===== config.mk =====
export PLATFORM = sky130hd
export DESIGN_NAME = dspl_scan_capture
export DESIGN_NICKNAME = d
export VERILOG_FILES = /design/src/rtl/dspl_pkg.sv /design/src/rtl/dspl_scan_capture_seg7_decode.sv /design/src/rtl/dspl_scan_capture.sv
export SDC_FILE = /design/constraint.sdc
export NUM_CORES = 1
export LEC_CHECK = 0
export CAP_MARGIN = 10
export CELL_PAD_IN_SITES_DETAIL_PLACEMENT = 1
export CELL_PAD_IN_SITES_GLOBAL_PLACEMENT = 1
export CORE_ASPECT_RATIO = 0.6
export CORE_MARGIN = 5
export CORE_UTILIZATION = 45
export CTS_BUF_LIST = sky130_fd_sc_hd__clkbuf_4
export CTS_CLUSTER_SIZE = 10
export DETAILED_ROUTE_END_ITERATION = 8
export PLACE_DENSITY = 0.84
export SYNTH_ARGS = -nofsm -noshare
export SYNTH_HDL_FRONTEND = slang
export SYNTH_SLANG_ARGS = --single-unit

===== constraint.sdc =====
create_clock -name clk -period 9 [get_ports clk]
set_clock_uncertainty 0.1 [all_clocks]
set_input_delay 2.25 -clock clk [delete_from_list [all_inputs] [get_ports clk]]
set_output_delay 2.25 -clock clk [all_outputs]
set_load 0.05 [all_outputs]

===== src/rtl/dspl_pkg.sv =====
// Glyph constants, FSM state type and segment decode helper for the
// display-bus capture monitor. Segment codes are active-low a..g, a in bit 6.
package dspl_pkg;

  localparam logic [6:0] SEG_0     = 7'b0000001;
  localparam logic [6:0] SEG_1     = 7'b1001111;
  localparam logic [6:0] SEG_2     = 7'b0010010;
  localparam logic [6:0] SEG_3     = 7'b0000110;
  localparam logic [6:0] SEG_4     = 7'b1001100;
  localparam logic [6:0] SEG_5     = 7'b0100100;
  localparam logic [6:0] SEG_6     = 7'b0100000;
  localparam logic [6:0] SEG_7     = 7'b0001111;
  localparam logic [6:0] SEG_8     = 7'b0000000;
  localparam logic [6:0] SEG_9     = 7'b0000100;
  localparam logic [6:0] SEG_A     = 7'b0001000;
  localparam logic [6:0] SEG_B     = 7'b1100000;
  localparam logic [6:0] SEG_C     = 7'b0110001;
  localparam logic [6:0] SEG_D     = 7'b1000010;
  localparam logic [6:0] SEG_E     = 7'b0110000;
  localparam logic [6:0] SEG_F     = 7'b0111000;
  localparam logic [6:0] SEG_BLANK = 7'b1111111;

  typedef enum logic [1:0] {
    S_IDLE,
    S_SETTLE,
    S_HOLD
  } state_t;

  typedef struct packed {
    logic       legal;
    logic       blank;
    logic [3:0] hex;
  } seg_dec_t;

  // Illegal and blank patterns both yield hex 0.
  function automatic seg_dec_t seg_decode(input logic [6:0] seg);
    seg_dec_t r;
    r.legal = 1'b1;
    r.blank = 1'b0;
    r.hex   = 4'h0;
    case (seg)
      SEG_0:     r.hex = 4'h0;
      SEG_1:     r.hex = 4'h1;
      SEG_2:     r.hex = 4'h2;
      SEG_3:     r.hex = 4'h3;
      SEG_4:     r.hex = 4'h4;
      SEG_5:     r.hex = 4'h5;
      SEG_6:     r.hex = 4'h6;
      SEG_7:     r.hex = 4'h7;
      SEG_8:     r.hex = 4'h8;
      SEG_9:     r.hex = 4'h9;
      SEG_A:     r.hex = 4'hA;
      SEG_B:     r.hex = 4'hB;
      SEG_C:     r.hex = 4'hC;
      SEG_D:     r.hex = 4'hD;
      SEG_E:     r.hex = 4'hE;
      SEG_F:     r.hex = 4'hF;
      SEG_BLANK: r.blank = 1'b1;
      default:   r.legal = 1'b0;
    endcase
    return r;
  endfunction

endpackage


===== src/rtl/dspl_scan_capture_seg7_decode.sv =====
// Combinational a..g (active-low) to {legal, blank, hex} decoder.
// Ports: seg_i[6:0] a..g; legal_o, blank_o, hex_o[3:0].
module seg7_decode
  import dspl_pkg::*;
(
  input  logic [6:0] seg_i,
  output logic       legal_o,
  output logic       blank_o,
  output logic [3:0] hex_o
);

  seg_dec_t dec;

  assign dec     = seg_decode(seg_i);
  assign legal_o = dec.legal;
  assign blank_o = dec.blank;
  assign hex_o   = dec.hex;

endmodule


===== src/rtl/dspl_scan_capture.sv =====
// Monitor for the multiplexed 7-seg bus: samples an/dec_ddp, rebuilds
// 8 digits, dots and blanking, and publishes a frame once all digits are seen.
// Ports: clk, rst (async high), an[7:0], dec_ddp[7:0] in;
// digits[31:0], dots, blank, frame_valid, seg_err, scan_err, scan_stall out.
// Optional DSPL_CAP_STATS_EN adds frame_cnt[15:0] and err_cnt[15:0].
module dspl_scan_capture
  import dspl_pkg::*;
#(
  parameter int SETTLE  = 4,
  parameter int TIMEOUT = 400000
) (
  input  logic        clk,
  input  logic        rst,
  input  logic [7:0]  an,
  input  logic [7:0]  dec_ddp,
  output logic [31:0] digits,
  output logic [7:0]  dots,
  output logic [7:0]  blank,
  output logic        frame_valid,
  output logic        seg_err,
  output logic        scan_err,
  output logic        scan_stall
`ifdef DSPL_CAP_STATS_EN
  ,
  output logic [15:0] frame_cnt,
  output logic [15:0] err_cnt
`endif
);

  localparam int CW = $clog2(SETTLE + 1);
  localparam int TW = $clog2(TIMEOUT + 1);
  localparam logic [CW-1:0] CNT_MAX = CW'(SETTLE);
  localparam logic [TW-1:0] TO_MAX  = TW'(TIMEOUT);

  logic [7:0]    an_m_q, an_s_q, seg_m_q, seg_s_q;
  logic [7:0]    an_lat_q, seg_lat_q;
  logic [2:0]    idx_q, idx_w;
  logic [CW-1:0] cnt_q;
  state_t        st_q;
  logic [7:0]    seen_q, seen_nxt;
  logic          commit_q, multi_q;
  logic [TW-1:0] stall_q;
  logic [31:0]   stg_dig_q, digits_q;
  logic [7:0]    stg_dot_q, stg_blk_q, dots_q, blank_q;
  logic          fv_q, seg_err_q, scan_err_q;
  logic [7:0]    nan;
  logic          onehot, multi, an_chg, seg_chg, eval, sample;
  logic          dec_legal, dec_blank;
  logic [3:0]    dec_hex;

  // Sync regs reset to "all off" so reset release is not seen as a multi-low.
  always_ff @(posedge clk or posedge rst) begin
    if (rst) begin
      an_m_q  <= 8'hFF;
      an_s_q  <= 8'hFF;
      seg_m_q <= 8'hFF;
      seg_s_q <= 8'hFF;
    end else begin
      an_m_q  <= an;
      an_s_q  <= an_m_q;
      seg_m_q <= dec_ddp;
      seg_s_q <= seg_m_q;
    end
  end

  assign nan     = ~an_s_q;
  assign onehot  = (|nan) && ((nan & (nan - 8'd1)) == 8'd0);
  assign multi   = (|nan) && !onehot;
  assign an_chg  = an_s_q != an_lat_q;
  assign seg_chg = seg_s_q != seg_lat_q;
  // HOLD and SETTLE fall back into the idle evaluation on any anode change,
  // so the next digit is picked up in the same cycle.
  assign eval    = (st_q == S_IDLE) || an_chg;
  assign sample  = (st_q == S_SETTLE) && !an_chg && !seg_chg
                && (cnt_q == CNT_MAX);
  assign seen_nxt = seen_q | (8'd1 << idx_q);

  always_comb begin
    idx_w = 3'd0;
    for (int i = 0; i < 8; i++)
      if (nan[i]) idx_w = 3'(i);
  end

  seg7_decode u_dec (
    .seg_i   (seg_s_q[7:1]),
    .legal_o (dec_legal),
    .blank_o (dec_blank),
    .hex_o   (dec_hex)
  );

  always_ff @(posedge clk or posedge rst) begin
    if (rst) begin
      st_q      <= S_IDLE;
      cnt_q     <= '0;
      idx_q     <= 3'd0;
      an_lat_q  <= 8'hFF;
      seg_lat_q <= 8'hFF;
    end else if (eval) begin
      if (onehot) begin
        st_q      <= S_SETTLE;
        cnt_q     <= CW'(1);
        idx_q     <= idx_w;
        an_lat_q  <= an_s_q;
        seg_lat_q <= seg_s_q;
      end else begin
        st_q <= S_IDLE;
      end
    end else if (st_q == S_SETTLE) begin
      if (seg_chg) begin
        cnt_q     <= CW'(1);
        seg_lat_q <= seg_s_q;
      end else if (cnt_q == CNT_MAX) begin
        st_q <= S_HOLD;
      end else begin
        cnt_q <= cnt_q + CW'(1);
      end
    end
  end

  always_ff @(posedge clk or posedge rst) begin
    if (rst) begin
      stg_dig_q  <= '0;
      stg_dot_q  <= '0;
      stg_blk_q  <= '0;
      seen_q     <= '0;
      commit_q   <= 1'b0;
      digits_q   <= '0;
      dots_q     <= '0;
      blank_q    <= '0;
      fv_q       <= 1'b0;
      seg_err_q  <= 1'b0;
      scan_err_q <= 1'b0;
      multi_q    <= 1'b0;
      stall_q    <= '0;
    end else begin
      multi_q    <= multi;
      scan_err_q <= multi && !multi_q;
      seg_err_q  <= sample && !dec_legal;
      fv_q       <= commit_q;
      commit_q   <= sample && (seen_nxt == 8'hFF);
      if (sample) begin
        stg_dig_q[4*idx_q +: 4] <= dec_hex;
        stg_dot_q[idx_q]        <= ~seg_s_q[0];
        stg_blk_q[idx_q]        <= dec_legal & dec_blank;
        seen_q                  <= seen_nxt;
      end else if (commit_q) begin
        seen_q <= '0;
      end
      if (commit_q) begin
        digits_q <= stg_dig_q;
        dots_q   <= stg_dot_q;
        blank_q  <= stg_blk_q;
      end
      if (sample)
        stall_q <= '0;
      else if (stall_q != TO_MAX)
        stall_q <= stall_q + TW'(1);
    end
  end

  assign digits      = digits_q;
  assign dots        = dots_q;
  assign blank       = blank_q;
  assign frame_valid = fv_q;
  assign seg_err     = seg_err_q;
  assign scan_err    = scan_err_q;
  assign scan_stall  = stall_q == TO_MAX;

`ifdef DSPL_CAP_STATS_EN
  logic [15:0] fcnt_q, ecnt_q;

  always_ff @(posedge clk or posedge rst) begin
    if (rst) begin
      fcnt_q <= '0;
      ecnt_q <= '0;
    end else begin
      if (fv_q)
        fcnt_q <= fcnt_q + 16'd1;
      if ((seg_err_q || scan_err_q) && ecnt_q != 16'hFFFF)
        ecnt_q <= ecnt_q + 16'd1;
    end
  end

  assign frame_cnt = fcnt_q;
  assign err_cnt   = ecnt_q;
`endif

endmodule

# Word-level counts from Yosys, hierarchy flattened
# Index checks and enable logic that the tools add are counted.
[word_totals] latch_bits=0 input_bits=18 rom_bits=0 mem_count=0 mem_bits_rw=0 word_cells=124 reg_bits=184
[classes] addsub=4 reduce_logical=29 shift=3 n_mul=0 n_eq_ne=26 order_cmp=2 bitwise=5 n_div=0 mux=33
[ops] operator="4-bit case mux with 15 select lines" n=1
[ops] operator="8-bit two-way mux" n=6
[ops] operator="19-bit two-way mux" n=2
[ops] operator="7-bit by 6-bit == test with 1-bit output, second input constant" n=5
[ops] operator="7-bit == test, second input constant" n=5
[ops] operator="5-bit negation with 34-bit output" n=1
[ops] operator="4-bit by 34-bit variable shift with 32-bit output, first input constant" n=1
[ops] operator="4-bit by 34-bit variable part select with 32-bit output" n=1
[ops] operator="3-bit two-way mux" n=11
[ops] operator="32-bit bitwise mux" n=1
[ops] operator="19-bit by 1-bit adder with 19-bit output, second input constant" n=1
[ops] operator="19-bit == test, second input constant" n=1
[ops] operator="19-bit != test, second input constant" n=1
[ops] operator="17-bit OR reduction" n=1
[ops] operator="8-bit bitwise mux" n=2
[ops] operator="8-bit != test" n=2
[ops] operator="7-bit by 3-bit == test with 1-bit output, second input constant" n=2
[ops] operator="7-bit by 4-bit == test with 1-bit output, second input constant" n=2
[ops] operator="2-bit nonzero test" n=5
[ops] operator="1-bit logical AND" n=9
[ops] operator="3-bit AND reduction" n=3
[ops] operator="8-bit AND" n=1
[ops] operator="8-bit == test, second input constant" n=1
[ops] operator="8-bit logical NOT" n=1
[ops] operator="other kinds (25)" n=36

# Depth between registers and ports, before layout
# Gate-level depths: netlist (run 1).
[logic_depth] word_depth=8 ltp_mapped=10 mapped_depth_nobuf=7

# Modules after synthesis
# Synthesis (run 1) repeated with hierarchy kept, for this count alone.
[hier_totals] hier_cells=595 area_unflattened_um2=7912.6
[modules_own_cells] mod="dspl_scan_capture" seq_area_each_um2=4664.5 instances=1 cells_per_inst=547 area_each_um2=7549.7
[modules_own_cells] mod="seg7_decode" seq_area_each_um2=0.0 instances=1 cells_per_inst=48 area_each_um2=362.8

# Least setup slack after synthesis (run 1)
# Ideal clock, no wire load.
[synth_path] kind="register -> output" startpoint="register stall_q[16]" endpoint="output scan_stall" setup_slack_ps=4679 path_stages_with_launch=3 t_arrival_ps=1971 required_time_ps=6650 path_cell_list="dfrtp_1 or4_1 nor4_2"
[synth_via] elab_chain_cells=1
[synth_rtl] item="start, declared" line="dspl_scan_capture.sv:42" rtl="logic [TW-1:0] stall_q;"
[synth_rtl] item="start signal, assigned" line="dspl_scan_capture.sv:157" rtl="stall_q <= stall_q + TW'(1);"
[synth_rtl] item="19-bit == test" line="dspl_scan_capture.sv:167" rtl="assign scan_stall = stall_q == TO_MAX;"
[synth_rtl] item="end, declared" line="dspl_scan_capture.sv:22" rtl="output logic scan_stall"
# No other way between the ends.

# Worst setup path after layout (run 1)
[layout_path] startpoint="register stall_q[7]" endpoint="output scan_stall"
# The elaborated chain is that of the path after synthesis.

==> metrics, run 1 <==
Clock power frac 0.298; maximum VDD drop around 0.11 mV; Fin. Hold Viols 0; max incr delay on CP just over 900 ps; clk root buf clkbuf_4; drt pass-1 iters 5; detailed-route wire length approximately 18 mm; ys flop type dfrtp_1; clock sink total approximately 180; # port buffers 69; status complete, no violations; TritonCTS Buffers 17; post-CTS sizing 0; Synth Register Bits approximately 180; aggregate global routing overflow 0; # nets final between 700 and 800; pwr/cell area between 150 and 200 nW/um^2; first-pass GRT wire length approximately 30 mm; Crit Path Class reg2out; CP Launch Type register; Synth Area per Inst 12.6 um^2; crit path capture type primary output; Max stage delay cell, worst path clkdlybuf4s50_1; crit path buf inv count 1; die width approximately 180 um; P_int ~1.1 mW; post-synthesis sequential area ratio 0.580; area of the multi-input gates just over 3000 um^2; Core Area 17400 um^2; Ports 70; post-synth cell types 64; Sw Ratio 0.292; initial antenna violation count 0; Vias per Instance 5.42; share of layout cells above drive strength 1 0.282; vias about 5100; Cell Area, Placed roughly 9000 um^2; RD Place Congestion 0.840; Area Overhead vs Synth 14.5%; asr flop ratio synth 1.00; Rows 37; H-tree depth 4; Mapped Area roughly 8000 um^2; Post-synth EDFFs 0; unrepaired setup endpoints after global routing no; Post-CTS Setup Repair Bufs 0; f_max approximately 190 MHz; Detail Route Antenna Nets 0; clock buffer depth 2; Clk Latency, worst-skew pair 590 ps; die height ~110 um; Core Util, Final 0.530; post-synthesis cell count roughly 640; ratio of final minimum period to clock period 0.596; hpwl dp 12.5 mm; delay-heaviest family, CP simple AND/OR/NAND/NOR gates; minimum clock period about 5400 ps; vias in the first global route approximately 5600; Syn. warnings 0; DRC violation count after routing 0; setup TNS 0 ps; combinational share of power 0.109; average routed wire per standard cell between 15 and 20 um; Static Leak 4.06 nW; Max Cap Viol 0; # setup viols final 0; Crit Path Max Fanout 4; Hold WC Path Type reg2reg; Min Hold Slack 246 ps; CP required around 6700 ps; Die ar. roughly 21000 um^2; Final Cell Area between 9000 and 10000 um^2; Worst-Margin Slew between 1000 and 1500 ps; Global Route Usage Sum 0.178; max_slew headroom 0.282; largest net degree at the start of global routing approximately 100; crit path DAT roughly 3000 ps; clock slew at reported path FFs roughly 180 ps; syn nets about 670; DR iter-0 viols 311; Tot Pwr about 1.6 mW; worst-path cell chain nor4bb_1 > nand2_1 > nor4_2 > clkdlybuf4s50_1; CTS tree yes; Starting Density 0.463; Final Max Tran Viols 0; fillers between 1500 and 2000; Net Sw Power about 0.46 mW; sequential share of power 0.592; hold_buf cts 0; Inserted Diodes 0; register area 4670 um^2
-- cells by family (layout without fill, tap and decap cells) --
logic type	Yosys count	after routing	synth area share
flip-flops	184	184	0.580
AND/OR/NAND/NOR	170	170	0.121
multiplexers	114	114	0.158
buffers and inverters	62	134	0.0331
AO/OA/AOI/OAI	60	60	0.0521
XOR/XNOR	35	35	0.0381
adder cells (fa/ha/maj)	12	12	0.0180
-- registers in the layout, summed over array words and instances, names as in the netlist, 2 cells and up --
register / cells
digits: 32
stg_dig_q: 32
stall_q: 19
an_lat_q: 8
an_m_q: 8
an_s_q: 8
blank: 8
dots: 8
seen_q: 8
seg_lat_q: 8
seg_m_q: 8
seg_s_q: 8
stg_blk_q: 8
stg_dot_q: 8
cnt_q: 3
idx_q: 3
st_q: 2
-- area by class of cell --
class,count,area share
sequential,184,0.507
multi-input combinational,391,0.338
timing repair buffer,72,0.0788
tap,234,0.0318
clock inverter,13,0.0166
clock buffer,19,0.0155
inverter,30,0.0128
-- cells in the final DEF (no fill, tap or decap), types with 3 or more instances in the layout --
| cell | netlist | final |
|---|---|---|
| mux2_2 | 101 | 101 |
| or3_1 | 5 | 5 |
| and3_1 | 7 | 7 |
| mux2i_1 | 13 | 13 |
| a21oi_1 | 13 | 13 |
| xnor2_1 | 16 | 16 |
| dfstp_2 | 48 | 48 |
| clkinv_4 | 0 | 4 |
| nand4_1 | 11 | 11 |
| nor4bb_1 | 3 | 3 |
| a211oi_1 | 3 | 3 |
| nor3_1 | 10 | 10 |
| nand2_1 | 27 | 27 |
| nor2_1 | 46 | 46 |
| inv_8 | 0 | 4 |
| nand4b_1 | 4 | 4 |
| ha_1 | 10 | 10 |
| and4_1 | 5 | 5 |
| inv_6 | 0 | 4 |
| xor2_1 | 19 | 19 |
| clkbuf_4 | 0 | 19 |
| o22ai_1 | 7 | 7 |
| nor2b_1 | 4 | 4 |
| dfrtp_1 | 136 | 135 |
| nand3_1 | 17 | 17 |
| clkdlybuf4s50_1 | 0 | 69 |
| nand3b_1 | 4 | 4 |
| inv_1 | 30 | 29 |
| nor4_1 | 6 | 6 |
| o21ai_0 | 11 | 11 |
| nand2b_1 | 4 | 4 |
| a22o_1 | 4 | 4 |
-- worst paths after layout --
check                           cells after the start       start  slack [ps]      endpoint
worst min register to register                      0  seg_m_q[5]         250    seg_s_q[5]
worst max-delay path                                4  stall_q[7]        3630    scan_stall
worst min-delay path                                0  seg_m_q[5]         250    seg_s_q[5]
worst max register to register                      7  seg_s_q[5]        5940  stg_dig_q[1]
min in group asynchronous                           2         rst        2120  stg_dig_q[6]
max in group asynchronous                           3         rst        5030      commit_q
-- stage by stage --
step                worst slack (ps)  std cells
floorplan                       1730        637
global placement                4380        910
detailed placement              4280        910
CTS                             3590        942
global route                    3430        943
finish                          3630        943
-- power by group through the flow --
| stage | clock (mW) | sequential (mW) | combinational (mW) |
|---|---|---|---|
| 6_report | 0.469 | 0.931 | 0.172 |
| 3_5_place_dp | 0 | 0.946 | 0.173 |
| 5_1_grt | 0.525 | 0.938 | 0.191 |
| 4_1_cts | 0.486 | 0.931 | 0.174 |
| 3_3_place_gp | 0 | 0.940 | 0.161 |
| 2_1_floorplan | 0 | 0.918 | 0.146 |
-- cell usage after synthesis, types with 2 or more instances --
cell type,count,area share
a22o_1,4,0.0044
a21oi_1,13,0.0081
nand3_1,17,0.011
mux2i_1,13,0.016
xnor2_1,16,0.017
dfrtp_1,136,0.42
nor3_1,10,0.0062
buf_2,8,0.0050
or3_1,5,0.0039
nor2b_1,4,0.0031
o32ai_1,2,0.0022
or3b_2,2,0.0022
and4_1,5,0.0054
nand4b_1,4,0.0044
nand2_1,27,0.013
inv_1,30,0.014
nand4_4,2,0.0053
nor2_1,46,0.021
clkbuf_1,20,0.0093
nand3b_1,4,0.0037
nor4_1,6,0.0047
mux2_2,101,0.14
a22oi_1,2,0.0019
o21ai_0,11,0.0068
maj3_1,2,0.0025
and3_1,7,0.0054
ha_1,10,0.016
buf_4,2,0.0019
nor3b_1,2,0.0019
o22ai_1,7,0.0054
dfstp_2,48,0.16
a211oi_1,3,0.0028
or2_2,2,0.0016
nor4bb_1,3,0.0037
nor4_2,2,0.0031
a2bb2oi_1,2,0.0022
nand4_1,11,0.0086
nand2b_1,4,0.0031
xor2_1,19,0.021
-- layer usage --
| metal | up-vias | part of all wire | track usage |
|---|---|---|---|
| li1 | 2354 | - | - |
| met1 | 2658 | 0.48 | 0.248 |
| met2 | 88 | 0.48 | 0.288 |
| met3 | 10 | 0.039 | 0.0424 |
| met4 | 0 | 0.0060 | 0.0390 |
| met5 | - | 0 | 0 |
Power figures use the tool's default switching activity.
==> run 2: changes to the inputs <==
CORE_UTILIZATION = 44   (was 45)
PLACE_DENSITY = 0.86   (was 0.84)
clock period = 4.7 ns   (was 9 ns; I/O delays follow)
==> metrics, run 2 (same netlist as run 1, synthesis figures left out) <==
Final Max Tran Viols 0; fillers ~1800; vias ~5100; clk root buf clkbuf_4; most frequent cells in the layout dfrtp_1, mux2_2, clkdlybuf4s50_1; Fin. Hold Viols 0; pwr/cell area approximately 330 nW/um^2; Setup WS pre-CTS roughly 1100 ps; setup TNS 0 ps; Clk Latency, worst-skew pair between 500 and 600 ps; minimum clock period around 4300 ps; f_max between 200 and 250 MHz; status complete, no violations; max_slew headroom 0.401; Crit Path Class reg2out; unrepaired setup endpoints after global routing no; crit path buf inv count 1; worst reg2reg path depth 7; post-CTS sizing 0; CP Launch Type register; crit path capture type primary output; DR iter-0 viols 300; TritonCTS Buffers 17; Setup crit start stall_q[8]; first-pass GRT wire length 29.2 mm; clock slew at reported path FFs between 150 and 200 ps; Core Util, Final 0.513; Reg-to-Reg Start seg_s_q[7]; drt pass-1 iters 4; crit path DAT approximately 3000 ps; Global Route Usage Sum 0.172; Hold WC Path Type reg2reg; RD Place Congestion a little under 0.8; clock buffer depth 2; CP Capture Point scan_stall; CP required 3420 ps; Levels on crit path 4; DRC violation count after routing 0; aggregate global routing overflow 0; Ports 70; commonest non-fill, non-tap cell in the layout dfrtp_1; Starting Density 0.446; r2r endpoint stg_blk_q[1]; Static Leak 4.07 nW; Vias per Instance 5.34; area of the multi-input gates 3110 um^2; Max Cap Viol 0; Worst-Margin Slew roughly 900 ps; register area approximately 4700 um^2; share of layout cells above drive strength 1 0.283; Max stage delay cell, worst path clkdlybuf4s50_1; Die ar. about 21000 um^2; delay-heaviest family, CP simple AND/OR/NAND/NOR gates; Post-CTS Setup Repair Bufs 0; # port buffers 69; clock sink total 184; hpwl dp 12.4 mm; detailed-route wire length ~17 mm; # setup viols final 0; die height 115 um; H-tree depth 4; Hold Path Depth 0; Detail Route Antenna Nets 0; hold_buf cts 0; Inserted Diodes 0; max incr delay on CP between 900 and 1000 ps; Setup WS post-layout just over 400 ps; worst-path cell chain nor4bb_1 > nand2_1 > nor4_2 > clkdlybuf4s50_1; vias in the first global route about 5400; ratio of final minimum period to clock period 0.913; r2r setup slk around 1500 ps; average routed wire per standard cell between 15 and 20 um; CTS tree yes; maximum VDD drop between 0.15 and 0.2 mV; Core Area around 18000 um^2; largest net degree at the start of global routing just over 80; # nets final between 700 and 800; initial antenna violation count 0; die width approximately 180 um; Area Overhead vs Synth 15.0%; Crit Path Max Fanout 4; Rows 38
==> run 2: changes by cell type in the layout (fill, tap and decap cells not counted), sizes merged <==
cell      previous run  this run
buf                  3         4
clkinvlp             0         1
bufinv               1         2
clkbuf              19        17
==> run 2: how the worst min path moves through the flow <==
| stage | from | end |
|---|---|---|
| after floorplan | an_m_q[0] | an_s_q[0] |
| after global placement | an_m_q[4] | an_s_q[4] |
| after detailed placement | seg_m_q[2] | seg_s_q[2] |
| after CTS | an_m_q[6] | an_s_q[6] |
| after global routing | an_m_q[5] | an_s_q[5] |
| final | an_m_q[6] | an_s_q[6] |
==> run 2: area by class of cell <==
class                           count  area share
Clock inverter                     15      0.0200
Clock buffer                       17      0.0138
Sequential cell                   184       0.504
Inverter                           30      0.0126
Tap cell                          240      0.0325
Multi-Input combinational cell    391       0.336
Timing Repair Buffer               73      0.0806
==> run 2: per-stage QoR <==
stage | hold slack (ps) | instances | area [um^2] | power (mW)
after floorplan | 245 | 637 | 8050 | 2.04
after global placement | 246 | 918 | 8940 | 2.12
after detailed placement | 247 | 918 | 8940 | 2.14
after CTS | 258 | 950 | 9250 | 3.09
after global routing | 270 | 950 | 9250 | 3.20
final | 258 | 950 | 9250 | 3.05
==> run 2: worst register-to-register path: stages, from the launching register on <==
cell	delay, ps
dfstp_2	760
xnor2_1	170
nand4_1	160
nor3_1	440
and3_1	590
buf_4	410
nand3_1	190
mux2_2	320
==> run 2: layer usage <==
| layer | vias to the layer above | GRT usage | part of all wire |
|---|---|---|---|
| li1 | 2359 | - | - |
| met1 | 2603 | 0.251 | 0.50 |
| met2 | 95 | 0.266 | 0.45 |
| met3 | 13 | 0.0368 | 0.041 |
| met4 | 0 | 0.0438 | 0.0089 |
| met5 | - | 0 | 0 |
==> run 2: where the power goes <==
group | leakage, nW | switching (mW) | internal [mW] | total (mW)
Combinational | 1.53 | 0.192 | 0.143 | 0.335
Sequential | 2.37 | 0.0900 | 1.69 | 1.78
Clock | 0.170 | 0.592 | 0.341 | 0.933
Total | 4.07 | 0.873 | 2.17 | 3.05
==> run 3: changes to the inputs <==
CORE_UTILIZATION = 40   (was 44)
PLACE_DENSITY = 0.8   (was 0.86)
==> metrics, run 3 (same netlist as run 1, synthesis figures left out) <==
status complete, no violations; Crit Path Class reg2out; Worst-Margin Slew around 1200 ps; hold_sp an_m_q[0]; Final Max Tran Viols 0; TritonCTS Buffers 17; vias about 5100; Rows 40; Tot Pwr ~3.0 mW; Area Overhead vs Synth 15.4%; clk root buf clkbuf_4; CTS tree yes; vias in the first global route 5614; die width between 150 and 200 um; Starting Density 0.405; Net Sw Power ~0.83 mW; RD Place Congestion 0.786; Post-CTS Setup Repair Bufs 0; largest net degree at the start of global routing 75; share of layout cells above drive strength 1 0.282; max_slew headroom 0.175; # nets final slightly above 700; average routed wire per standard cell between 15 and 20 um; sequential share of power 0.588; Sw Ratio 0.274; first-pass GRT wire length between 30 and 40 mm; r2r endpoint stg_blk_q[1]; Max Cap Viol 0; Clock power frac 0.302; commonest non-fill, non-tap cell in the layout dfrtp_1; Clk Latency, worst-skew pair between 500 and 600 ps; Fin. Hold Viols 0; most frequent cells in the layout dfrtp_1, mux2_2, clkdlybuf4s50_1; fillers approximately 2100; post-CTS sizing 0; r2r setup slk about 1400 ps; ratio of final minimum period to clock period 0.896; hpwl dp about 13 mm; Core Area around 20000 um^2; detailed-route wire length between 15 and 20 mm; die height 120 um; worst reg2reg path depth 7; Detail Route Antenna Nets 0; P_int around 2.2 mW; Max stage delay cell, worst path clkdlybuf4s50_1; # port buffers just under 70; DR iter-0 viols around 340; Hold WC Path Type reg2reg; maximum VDD drop 0.324 mV; drt pass-1 iters 4; setup TNS 0 ps; Inserted Diodes 0; worst-path cell chain nor4bb_1 > nand2_1 > nor4_2 > clkdlybuf4s50_1; minimum clock period ~4200 ps; H-tree depth 4; crit path DAT between 2000 and 3000 ps; hold_buf cts 0; Static Leak 4.06 nW; Hold Path Depth 0; clock buffer depth 2; clock sink total 184; crit path capture type primary output; worst hold endpoint an_s_q[0]; clock slew at reported path FFs approximately 150 ps; CP required roughly 3400 ps; unrepaired setup endpoints after global routing no; max incr delay on CP about 900 ps; Reg-to-Reg Start seg_s_q[7]; DRC violation count after routing 0; CP Launch Type register; Global Route Usage Sum 0.164; pwr/cell area around 330 nW/um^2; Die ar. 23100 um^2; Ports 70; aggregate global routing overflow 0; combinational share of power 0.110; Vias per Instance approximately 5.2; # setup viols final 0; Crit Path Max Fanout 4; initial antenna violation count 0; f_max 237 MHz
## run 3: changes by cell type in the layout (fill, tap and decap cells not counted), sizes merged
cell      before  now
clkbuf        17   18
buf            4    5
inv           37   30
clkinvlp       1    4
clkinv         5    6
bufinv         2    3
## run 3: worst max-delay path by stage
stage	start	endpoint	cells after the start
floorplan	rst	blank[0]	1
finish	stall_q[7]	scan_stall	4
global placement	stall_q[6]	scan_stall	4
CTS	stall_q[7]	scan_stall	4
detailed placement	stall_q[7]	scan_stall	4
global route	stall_q[7]	scan_stall	4
## run 3: per-layer routing
metal,vias up,GRT usage,share of wire
met3,13,0.0427,0.046
met4,0,0.0376,0.0085
met1,2630,0.237,0.49
met2,80,0.250,0.46
met5,-,0,0
li1,2359,-,-
## run 3: power by group through the flow
stage	clock network [mW]	registers, mW	logic [mW]
after floorplan	0	1.76	0.279
after global routing	1.01	1.80	0.372
after CTS	0.947	1.79	0.340
after detailed placement	0	1.81	0.338
final	0.916	1.78	0.334
after global placement	0	1.80	0.319
## run 3: worst max-delay path, delay by kind of cell (launching register included)
family / cells / cell delay (ps)
flip-flops: 1 / 450
buffers and inverters: 1 / 910
AND/OR/NAND/NOR: 3 / 980
## run 3: metrics by stage
stage	hold slack, ps	worst slack (ps)	area [um^2]	utilization	instances
3_3_place_gp	246	1130	8990	0.452	952
2_1_floorplan	245	1100	8050	-	637
5_1_grt	270	206	9280	0.467	983
6_report	265	487	9280	0.467	983
3_5_place_dp	247	1130	8990	0.452	952
4_1_cts	267	421	9280	0.467	983
## run 3: cell type report
class	instances	area, um^2	area share
inverters	30	116	0.0125
clock buffers	18	135	0.0146
flip-flops and latches	184	4670	0.503
multi-input cells	391	3110	0.335
clock inverters	13	154	0.0166
well taps	273	342	0.0368
repair buffers	74	753	0.0812
